==> src/rtl/readout_pkg.sv <==
// Shared definitions for the sample-RAM readout path: state encoding, header bytes
// and the default RAM geometry that the acquisition side also uses.
package readout_pkg;

    localparam int ADDR_W_DEF = 10;
    localparam int DATA_W_DEF = 8;

    localparam logic [7:0] HDR_BYTE0 = 8'hA5;
    localparam logic [7:0] HDR_BYTE1 = 8'h5A;

    typedef enum logic [2:0] {
        IDLE,
        FETCH,
        LATCH,
        SEND,
        DONE,
        HDR0,
        HDR1
    } state_e;

endpackage

==> src/rtl/readout_if.sv <==
// RAM read port plus the byte-stream handshake toward the sink.
// The master side is the readout engine; the slave side is RAM + sink.
interface readout_if
    import readout_pkg::*;
#(
    parameter int ADDR_W = ADDR_W_DEF,
    parameter int DATA_W = DATA_W_DEF
);

    logic [ADDR_W-1:0] rd_addr;
    logic              rd_en;
    logic [DATA_W-1:0] rd_data;
    logic [DATA_W-1:0] tx_data;
    logic              tx_valid;
    logic              tx_ready;

    modport master (
        output rd_addr, rd_en, tx_data, tx_valid,
        input  rd_data, tx_ready
    );

    modport slave (
        input  rd_addr, rd_en, tx_data, tx_valid,
        output rd_data, tx_ready
    );

endinterface

==> src/rtl/readout_rd_addr_counter.sv <==
// Read-side RAM address counter; synchronous clear wins over count enable.
// Mirrors the write-side address counter of the acquisition block.
module rd_addr_counter
    import readout_pkg::*;
#(
    parameter int W = ADDR_W_DEF
) (
    input  logic         clk,
    input  logic         rst,
    input  logic         cnt_en_i,
    input  logic         sclr_i,
    output logic [W-1:0] q_o
);

    logic [W-1:0] cnt_q;
    logic [W-1:0] cnt_d;

    always_comb begin
        cnt_d = cnt_q;
        if (sclr_i) begin
            cnt_d = '0;
        end else if (cnt_en_i) begin
            cnt_d = cnt_q + W'(1);
        end
    end

    always_ff @(posedge clk or posedge rst) begin
        if (rst) begin
            cnt_q <= '0;
        end else begin
            cnt_q <= cnt_d;
        end
    end

    assign q_o = cnt_q;

endmodule

==> src/rtl/readout.sv <==
// Streams the whole sample RAM, address 0 upward, to a valid/ready byte sink.
// Define READOUT_HEADER_EN to prefix each frame with the bytes 0xA5, 0x5A.
module readout
    import readout_pkg::*;
#(
    parameter int ADDR_W = ADDR_W_DEF,
    parameter int DATA_W = DATA_W_DEF
) (
    input  logic     clk,
    input  logic     rst,
    input  logic     grant_rd,
    output logic     done_rd,
    output logic     busy_rd,
    readout_if.master bus
);

    state_e            state_q;
    state_e            state_d;
    logic [DATA_W-1:0] tx_data_q;
    logic [DATA_W-1:0] tx_data_d;
    logic              cnt_en;
    logic              sclr;
    logic [ADDR_W-1:0] addr;

    rd_addr_counter #(
        .W(ADDR_W)
    ) u_addr (
        .clk      (clk),
        .rst      (rst),
        .cnt_en_i (cnt_en),
        .sclr_i   (sclr),
        .q_o      (addr)
    );

    always_ff @(posedge clk or posedge rst) begin
        if (rst) begin
            state_q   <= IDLE;
            tx_data_q <= '0;
        end else begin
            state_q   <= state_d;
            tx_data_q <= tx_data_d;
        end
    end

    // Termination is an all-ones compare on the current address, so the counter never wraps.
    always_comb begin
        state_d   = state_q;
        tx_data_d = tx_data_q;
        cnt_en    = 1'b0;
        sclr      = 1'b0;
        case (state_q)
            IDLE: begin
                if (grant_rd) begin
                    sclr = 1'b1;
`ifdef READOUT_HEADER_EN
                    state_d   = HDR0;
                    tx_data_d = DATA_W'(HDR_BYTE0);
`else
                    state_d   = FETCH;
`endif
                end
            end
`ifdef READOUT_HEADER_EN
            HDR0: begin
                if (bus.tx_ready) begin
                    state_d   = HDR1;
                    tx_data_d = DATA_W'(HDR_BYTE1);
                end
            end
            HDR1: begin
                if (bus.tx_ready) begin
                    state_d = FETCH;
                end
            end
`endif
            FETCH: begin
                state_d = LATCH;
            end
            LATCH: begin
                tx_data_d = bus.rd_data;
                state_d   = SEND;
            end
            SEND: begin
                if (bus.tx_ready) begin
                    if (addr == '1) begin
                        state_d = DONE;
                    end else begin
                        cnt_en  = 1'b1;
                        state_d = FETCH;
                    end
                end
            end
            DONE: begin
                sclr    = 1'b1;
                state_d = IDLE;
            end
            default: begin
                state_d = IDLE;
            end
        endcase
    end

    assign bus.rd_addr = addr;
    assign bus.rd_en   = (state_q == FETCH);
    assign bus.tx_data = tx_data_q;
`ifdef READOUT_HEADER_EN
    assign bus.tx_valid = (state_q == SEND) || (state_q == HDR0) || (state_q == HDR1);
`else
    assign bus.tx_valid = (state_q == SEND);
`endif
    assign done_rd = (state_q == DONE);
    assign busy_rd = (state_q != IDLE);

endmodule

==> src/flat_wrapper.sv <==
// flat-port wrapper written by rule: the top's interface ports become plain ports
module readout_flat import readout_pkg::*;
#(
    parameter int ADDR_W = ADDR_W_DEF,
    parameter int DATA_W = DATA_W_DEF
)
  (clk, rst, grant_rd, done_rd, busy_rd, bus_rd_addr, bus_rd_en, bus_tx_data, bus_tx_valid, bus_rd_data, bus_tx_ready);
  readout_if #(.ADDR_W(ADDR_W), .DATA_W(DATA_W)) bus_i ();
  input  logic clk;
  input  logic rst;
  input  logic grant_rd;
  output logic done_rd;
  output logic busy_rd;
  output wire logic [$bits(bus_i.rd_addr)-1:0] bus_rd_addr;
  output wire logic [$bits(bus_i.rd_en)-1:0] bus_rd_en;
  output wire logic [$bits(bus_i.tx_data)-1:0] bus_tx_data;
  output wire logic [$bits(bus_i.tx_valid)-1:0] bus_tx_valid;
  input wire logic [$bits(bus_i.rd_data)-1:0] bus_rd_data;
  input wire logic [$bits(bus_i.tx_ready)-1:0] bus_tx_ready;
  assign bus_rd_addr = bus_i.rd_addr;
  assign bus_rd_en = bus_i.rd_en;
  assign bus_tx_data = bus_i.tx_data;
  assign bus_tx_valid = bus_i.tx_valid;
  assign bus_i.rd_data = bus_rd_data;
  assign bus_i.tx_ready = bus_tx_ready;
  readout #(.ADDR_W(ADDR_W), .DATA_W(DATA_W)) u_core (.clk(clk), .rst(rst), .grant_rd(grant_rd), .done_rd(done_rd), .busy_rd(busy_rd), .bus(bus_i));
endmodule
==> config.mk <==
export PLATFORM = sky130hd
export DESIGN_NAME = readout_flat
export DESIGN_NICKNAME = d
export VERILOG_FILES = /design/src/rtl/readout_pkg.sv /design/src/rtl/readout_if.sv /design/src/rtl/readout_rd_addr_counter.sv /design/src/rtl/readout.sv /design/src/flat_wrapper.sv
export SDC_FILE = /design/constraint.sdc
export NUM_CORES = 1
export LEC_CHECK = 0
export BUFFER_PORTS_ARGS = -buffer_cell sky130_fd_sc_hd__buf_2
export CAP_MARGIN = 20
export CELL_PAD_IN_SITES_DETAIL_PLACEMENT = 0
export CELL_PAD_IN_SITES_GLOBAL_PLACEMENT = 2
export CORE_MARGIN = 1
export CORE_UTILIZATION = 30
export CTS_CLUSTER_DIAMETER = 60
export DETAILED_ROUTE_END_ITERATION = 8
export GPL_ROUTABILITY_DRIVEN = 0
export PLACE_DENSITY = 0.78
export SETUP_SLACK_MARGIN = 0.4
export SLEW_MARGIN = 10
export SYNTH_ARGS = -nofsm -noshare
export SYNTH_HDL_FRONTEND = slang
export SYNTH_HIERARCHICAL = 1
export SYNTH_SLANG_ARGS = --single-unit
==> constraint.sdc <==
create_clock -name clk -period 2.86 [get_ports clk]
set_clock_uncertainty 0.2 [all_clocks]
set_input_delay 0 -clock clk [delete_from_list [all_inputs] [get_ports clk]]
set_output_delay 0 -clock clk [all_outputs]
set_load 0.005 [all_outputs]
* Word level (Yosys, flattened, before mapping) *
Index checks and enable logic that the tools add are counted.
Widths: inputs -> output; s select.

word-level totals
  logic and storage cells = 26
  memories = 0
  input port bits = 12
  output and inout port bits = 22
  bits in registers = 21
  latch bits = 0
  bits in read-only memories = 0
  bits in writable memories = 0

operators by class
  mux-type cells = 11
  shifts and indexed selects = 0
  $add $sub $neg = 1
  order comparisons = 0
  div/mod/pow operators = 0
  reductions and logical operators = 4
  bitwise logic cells = 0
  equal/unequal tests = 7
  $mul = 0

operators by type and width
  cell                   count
  $mux 10                2
  $pmux 3 s4             1
  $add 10x1->10 const B  1
  $eq 10x10->1 const B   1
  $mux 3                 3
  $eq 3x2->1 const B     2
  $mux 1                 4
  $eq 3x1->1 const B     1
  $eq 3x3->1 const B     1
  $logic_not 3->1        1
  $reduce_bool 3->1      1
  $ne 2x1->1 const B     1
  $ne 2x2->1 const B     1
  $pmux 1 s2             1
  $reduce_and 2->1       1
  $reduce_bool 2->1      1

* Depth between registers and ports, before layout *
Gate-level depths: netlist (run 1).

  depth after elaboration = 6
  mapped depth = 7
  depth with buffers taken out = 6

* By module *
The synthesis (run 1) kept the hierarchy.

modules (own cells, without submodules)
  module           cells an instance  instances  area each (um2)
  readout          41                 1          539.3
  rd_addr_counter  49                 1          493.0

* Least setup slack after synthesis (run 1) *
Ideal clock, no wire load.

  path kind = register to register
  start = register u_core.state_q[2]
  end = register u_core.u_addr.cnt_q[9], in the netlist u_core/u_addr/q_o[9]
  arrival time = 1691 ps
  stages on the path, launching flop included = 7
  path buffers = 1
  setup slack = 845 ps
  period minus slack after synthesis = 2015 ps
  cell sequence = dfrtp_1 -> nand2b_4 -> nor3_1 -> buf_4 -> nand4_2 -> nor4_1 -> mux2_2

on the way
  cells in the longest elaborated chain, start to end = 3
  elaborated cells between the ends (all ways) = 7
  classes of those cells = 2 x eq/ne; 3 x mux; 2 x reduce/logical

ends and longest elaborated chain
  what                         RTL line                       text
  from (decl)                  readout.sv:17                  state_e state_q;
  from (signal assigned)       readout.sv:40                  state_q <= state_d;
  $eq 3x2->1                   readout.sv:51                  case (state_q)
  $mux 1                       readout.sv:51
  net u_core.cnt_en            readout.sv:21                  logic cnt_en;
  $reduce_bool 2->1 (no line)  --
  to (signal assigned)         readout_rd_addr_counter.sv:31  cnt_q <= cnt_d;
  to (decl)                    readout_rd_addr_counter.sv:15  logic [W-1:0] cnt_q;

The timed path passes the listed nets, and every way through them passes these cells.
A chain may end at the register's enable or synchronous reset.

* Worst setup path after layout (run 1) *
Same ends and word-level chain as after synthesis.

==> results of run 1 <==
cells in the final DEF, fill, tap and decap left out, drive strengths merged:
master | Yosys | routed
buf | 1 | 34
dfrtp | 21 | 21
dlygate4sd3 | 0 | 11
nor2 | 9 | 9
mux2 | 9 | 9
nor3 | 5 | 5
inv | 5 | 5
a21oi | 5 | 5
nand4 | 5 | 5
clkbuf | 1 | 4
nand2 | 4 | 4
or3 | 4 | 4
xor2 | 3 | 3
o21ai | 3 | 3
nor4 | 2 | 2
nand3 | 2 | 2
and3 | 1 | 1
nand2b | 1 | 1
nor3b | 1 | 1
and2 | 1 | 1
o21a | 1 | 1
o31ai | 1 | 1
or4 | 1 | 1
xnor2 | 1 | 1
mux2i | 1 | 1
nor2b | 1 | 1
ha | 1 | 1
path summary, 6_finish.rpt:
path                                  startpoint  slack [ns]                     to  depth (start not counted)
max reg2reg                    u_core/state_q[2]        0.67   u_core/u_addr/q_o[9]                          6
max in group asynchronous                    rst        2.12   u_core/u_addr/q_o[4]                          3
min reg2reg                u_core/bus.tx_data[1]        0.32  u_core/bus.tx_data[1]                          1
max                            u_core/state_q[2]        0.67   u_core/u_addr/q_o[9]                          6
min in group clk                  bus_rd_data[3]        0.26  u_core/bus.tx_data[3]                          3
min                                          rst        0.03  u_core/bus.tx_data[4]                          3
state kept, by name (all words and copies together), names as in the netlist:
| register | cells |
|---|---|
| u_core/state_q | 3 |
| u_core/bus.tx_data | 8 |
| u_core/u_addr/q_o | 10 |
cell families after synthesis:
group,count (synthesis),share of synthesized area [%]
simple gates,37,22.5
flops,21,50.9
compound gates,10,5.33
mux,10,13.7
buf+inv,7,2.91
xor+xnor,4,3.39
fa+ha+maj,1,1.21
report_power, final:
part	total, mW	internal (mW)	switching, mW
Sequential	0.510	0.400	0.110
Combinational	0.473	0.275	0.199
Clock	0.139	0.0543	0.0851
Total	1.12	0.729	0.394
worst register-to-register path, delay by kind of cell, from the launching register on:
family,cells,cell delay (ns)
buffers and inverters,1,0.18
multiplexers,1,0.37
AND/OR/NAND/NOR,4,0.88
flip-flops,1,0.46
through the flow:
step	hold WS, ns	setup slack, ns	area, um2	total power, mW	instances
floorplan	-0.360	0.845	1030	0.814	90
global placement	-0.182	0.731	1250	0.973	166
detailed placement	-0.175	0.687	1250	0.977	166
CTS	0.0430	0.657	1390	1.14	181
global route	0.0632	0.530	1390	1.21	181
finish	0.0328	0.670	1390	1.12	181
what timing repair did:
action	4_1_cts	5_1_grt
hold buffers	11	0
endpoints found under the hold margin	32	0
gates resized for setup	0	0
cell type report:
type / instances / share of cell area [%]
tap: 44 / 3.97
inverter: 5 / 1.36
sequential: 21 / 37.9
clock buffer: 4 / 1.90
timing repair buffer: 45 / 20.4
multi-input combinational: 62 / 34.4
per-layer routing:
layer	routed length [um]	vias up	GRT usage, %
met2	1030	30	23.2
met5	0	-	0
li1	-	415	-
met4	19	0	3.90
met3	134	2	2.99
met1	1060	376	14.6
==> results.md, run 1 <==
- Outcome: completed
- Most frequent cell after synthesis: dfrtp_1
- Die height: 60.7 um
- Cells along the critical path: nand2b_4 > nor3_1 > buf_4 > nand4_2 > nor4_1 > mux2_2
- Clock transition at the registers of the reported paths: 0.11 ns
- Vias in the first global route: 808
- Core Rows: 20
- Slew Limit Fails: 0
- Port-buffer cells: 33
- RSZ-0062 raised after global routing: false
- Total core area: 0.00315 mm2
- Worst Path Required: 2.86 ns
- Critical Path Slowest Stage Cell: dfrtp_1
- Slew headroom: 72.0%
- Pin count of the biggest net entering global routing: 12
- Initial antenna violation count: 0
- ANT nets after route: 0
- DIE WIDTH: 60.7 um
- CTS tree: built
- Pwr dens: 811 mW/mm2
- Fillers: 316
- First-pass GRT wire length: 3.42 mm
- Synth Cell Area: 0.00103 mm2
- Critical path data arrival time: 2.19 ns
- Most used DFF post-synth: dfrtp_1
- Routed Wire Length: 2.24 mm
- Setup-failing EPs final: 0
- Share of the synthesized area in the top cell type: 50.9%
- Gr usage total: 12.7%
- Synthesized area per cell: 11.5 um2
- Crit Path Category: reg -> reg
- CTS Buffer Depth: 2
- Max Freq: 457 MHz
- Vias: 823
- Die area: 0.00368 mm2
- I/O pin cnt: 34
- Clk sinks: 21
- Slowest cell delay on critical path: 0.46 ns
- Startpoint Class: register
- Seq/Total Area, Yosys: 50.9%
- Clk Latency, worst-skew pair: 0.30 ns
- Worst setup EP type: register
- Setup TNS Final: 0 ns
- Initial Util: 32.7%
- Root buf cell: clkbuf_4
- Area contributors post-synth: dfrtp_1 (51%), mux2_4 (12%), nor2_1 (2.9%)
- Synth warn: 6
- Syn Nets: 103
- Yosys top cell by area: dfrtp_1
- Top delay family on crit path: simple AND/OR/NAND/NOR gates
- ANT cells: 0
- Distinct cells, synth: 32
- Final hold viol count: 0
- #FFs+latches synth: 21
- Router iterations before antenna repair: 4
- Cell count after synthesis: 90
- Worst-path fanout max: 7
- Area occupied by registers: 526 um2
- Final core occ: 43.9%
- Routed wire per std cell: 12.4 um
- Nets: 151
- DRC Markers: 0
- Asr flop ratio synth: 100%
- Setup Buffers After CTS: 0
- Iteration-0 DRC Markers: 5
- H-tree depth: 1
- Max-cap violations: 0
- Vias per cell: 4.55
- LEAKAGE: 0.661 nW
- Area growth syn-to-layout: 34.2%
- Hold Crit Class: in -> async
- EDFF count, synth: 0
- GRT overflow: 0
- Worst vdd ir: 0.340 mV
- Share of cells above drive strength 1: 38.7%
- Final min period: 2.19 ns
- Worst path bufs/invs: 1
- Num CTS Buffers: 3
- Area used by multi-input combinational logic: 477 um2
- Post-synth top cells: dfrtp_1 (21), mux2_4 (8), nor2_1 (8)
- Worst slew pin tran: 0.419 ns
- Final HPWL from detailed placement: 1.58 mm
- Fin crit share: 76.6%
Note: power is estimated with default switching activity, not from simulation.
==> run 2, diff against run 1 <==
- ABC_AREA: not set -> 1
- CORE_UTILIZATION: 30 -> 26
- PLACE_DENSITY: 0.78 -> 0.77
- clock period: 2.86 -> 1.8 ns (I/O delays scaled with it)
==> run 2 against run 1 <==
The run now ends with hold timing left. Non-clock buffer count grew 27. Sequential power grew 37%. Die area grew 22%. Combinational power grew 140%. Wire length grew 31%. Largest power group is now combinational logic. Critical path type unchanged. First-iteration DRC count grew to 6.2 times the previous value. Clock power grew 130%. Critical path depth grew 5. Synthesized cell count grew 41%. Clock-buffer cell count shrank 1. Cell count grew 40%.
==> results.md, run 2 <==
- Outcome: finished, violations left
- Failing checks: hold timing
- Adder-cell share of the synthesized area: 1.14%
- Share of cells above drive strength 1: 53.2%
- Max Freq: 572 MHz
- Slew Limit Fails: 0
- Clk sinks: 21
- Mux cell area share after synthesis: 8.22%
- Critical path data arrival time: 1.71 ns
- ANT nets after route: 0
- Fin crit share: 97.2%
- Core Rows: 23
- Final Non-Filler Cells: 253
- Most common cell after layout, fill and taps aside: buf_2
- Post-synth top cells: nand2_1 (26), dfrtp_1 (21), inv_1 (18), nor2_1 (16), mux2_2 (8)
- Max-cap violations: 0
- ANT cells: 0
- Most frequent cell after synthesis: nand2_1
- Yosys top cell by area: dfrtp_1
- Synth Cell Area: 0.00110 mm2
- H-tree depth: 1
- Worst slew pin tran: 0.416 ns
- Nets: 217
- Final hold viol count: 1
- Iteration-0 DRC Markers: 31
- Final HPWL from detailed placement: 1.97 mm
- CTS Buffer Depth: 2
- Gr usage total: 14.3%
- Final min period: 1.75 ns
- Vias per cell: 4.29
- LEAKAGE: 0.884 nW
- Startpoint Class: register
- EDFF count, synth: 0
- Initial Util: 27.2%
- Total core area: 0.00403 mm2
- Share of the synthesized area in the top cell type: 47.9%
- Worst setup EP type: register
- Syn Nets: 140
- Vias: 1086
- Main combinational cell family by area after synthesis: simple AND/OR/NAND/NOR gates
- Pin count of the biggest net entering global routing: 13
- Final core occ: 45.0%
- Setup-failing EPs final: 0
- Slowest cell delay on critical path: 0.45 ns
- Hold Crit Class: in -> reg
- Routed wire per std cell: 11.6 um
- Die area: 0.00448 mm2
- DIE WIDTH: 66.9 um
- Area contributors post-synth: dfrtp_1 (48%), nand2_1 (8.9%), mux2_2 (8.2%)
- Synth Area in Simple Gates: 30.6%
- Asr flop ratio synth: 100%
- First-pass GRT wire length: 4.78 mm
- Crit Path Category: reg -> reg
- Largest register FFs: 10
- Top delay family on crit path: simple AND/OR/NAND/NOR gates
- Critical Path Slowest Stage Cell: dfrtp_1
- Worst R2R Setup Slack: 0.05 ns
- Clk Latency, worst-skew pair: 0.26 ns
- Worst vdd ir: 0.773 mV
- Post-synthesis xor/xnor area fraction: 0.799%
- Num CTS Buffers: 3
- Distinct cells, synth: 23
- Synth warn: 6
- DRC Markers: 0
- Routed Wire Length: 2.94 mm
- Setup TNS Final: 0 ns
- Cells along the critical path: nor2_2 > nand2_2 > nor2_4 > buf_4 > inv_4 > nand2_4 > nand2_2 > nor2_4 > nand2_1 > nand2_1 > a21oi_2
- Die height: 66.9 um
- Most used DFF post-synth: dfrtp_1
- Seq/Total Area, Yosys: 47.9%
- GRT overflow: 0
- RSZ-0062 raised after global routing: true
- Cell count after synthesis: 127
- Worst hold slack: -0.0140 ns
- Port-buffer cells: 33
- Root buf cell: clkbuf_8
- #FFs+latches synth: 21
- Synthesized area per cell: 8.63 um2
- Most frequent cells in the layout: buf_2 (32), buf_4 (24), nand2_1 (22)
- Slew headroom: 72.2%
- Pwr dens: 1190 mW/mm2
- CTS tree: built
- DP Cell Count: 220
- Worst Path Required: 1.76 ns
- Initial antenna violation count: 0
- Fillers: 397
- Vias in the first global route: 1103
- Area growth syn-to-layout: 65.4%
- Worst-path fanout max: 5
- Worst path bufs/invs: 2
- I/O pin cnt: 34
- Clock transition at the registers of the reported paths: 0.08 ns
- Router iterations before antenna repair: 4
- Compound-Gate Fraction of Synth Area: 4.45%
-- run 2: per-stage QoR --
step / worst slack [ns] / instance area (um2) / power [mW]
2_1_floorplan: 0.183 / 1110 / 1.20
3_3_place_gp: 0.151 / 1420 / 1.51
3_5_place_dp: 0.0799 / 1420 / 1.53
4_1_cts: 0.0897 / 1720 / 2.08
5_1_grt: -0.0594 / 1810 / 2.33
6_report: 0.0508 / 1810 / 2.16
-- run 2: kinds of logic (layout without fill, tap and decap cells) --
kind of cell	Yosys count	count (layout)
mux	8	8
flops	21	21
xor+xnor	1	1
buf+inv	20	96
compound gates	9	9
fa+ha+maj	1	1
simple gates	67	67
-- run 2: worst paths after layout --
kind                                  startpoint                    end  cells after the start
setup / recovery               u_core/state_q[2]   u_core/u_addr/q_o[4]                     11
hold / removal                      bus_tx_ready      u_core/state_q[0]                      5
setup reg to reg               u_core/state_q[2]   u_core/u_addr/q_o[4]                     11
hold reg to reg            u_core/bus.tx_data[7]  u_core/bus.tx_data[7]                      1
max in group asynchronous                    rst   u_core/u_addr/q_o[5]                      3
min in group asynchronous                    rst   u_core/u_addr/q_o[9]                      3
-- run 2: routing by layer --
metal	part of all wire, %	vias up	GRT usage [%]
li1	-	553	-
met1	43	499	17.0
met2	52	30	26.3
met3	3.5	4	2.23
met4	0.85	0	3.99
met5	0	-	0
-- run 2: final cells by class --
type	count	area [um2]	area share (%)
sequential	21	527	29.1
clock inverter	1	5.00	0.276
tap	50	62.6	3.45
multi-input combinational	86	592	32.6
inverter	20	77.6	4.28
clock buffer	3	41.3	2.28
timing repair buffer	72	508	28.0
-- run 2: report_power, final --
| part | switching (mW) | leakage (nW) | total (mW) | internal, mW |
|---|---|---|---|---|
| Clock | 0.163 | 0.0255 | 0.318 | 0.154 |
| Combinational | 0.531 | 0.594 | 1.14 | 0.614 |
| Sequential | 0.0776 | 0.265 | 0.699 | 0.621 |
-- run 2: worst register-to-register path: cells and delay by family, from the launching register on --
family,cells,cell delay (ns)
flip-flops,1,0.45
AND/OR/NAND/NOR,8,0.78
buffers and inverters,2,0.18
AO/OA/AOI/OAI,1,0.03
-- run 2: what timing repair did --
item / in CTS / in global routing
pin swaps: 9 / 15
hold buffers: 10 / 0
setup buffers: 14 / 5
endpoints found under the setup margin: 19 / 25
hold endpoints to repair: 32 / 0
gates resized for setup: 13 / 16
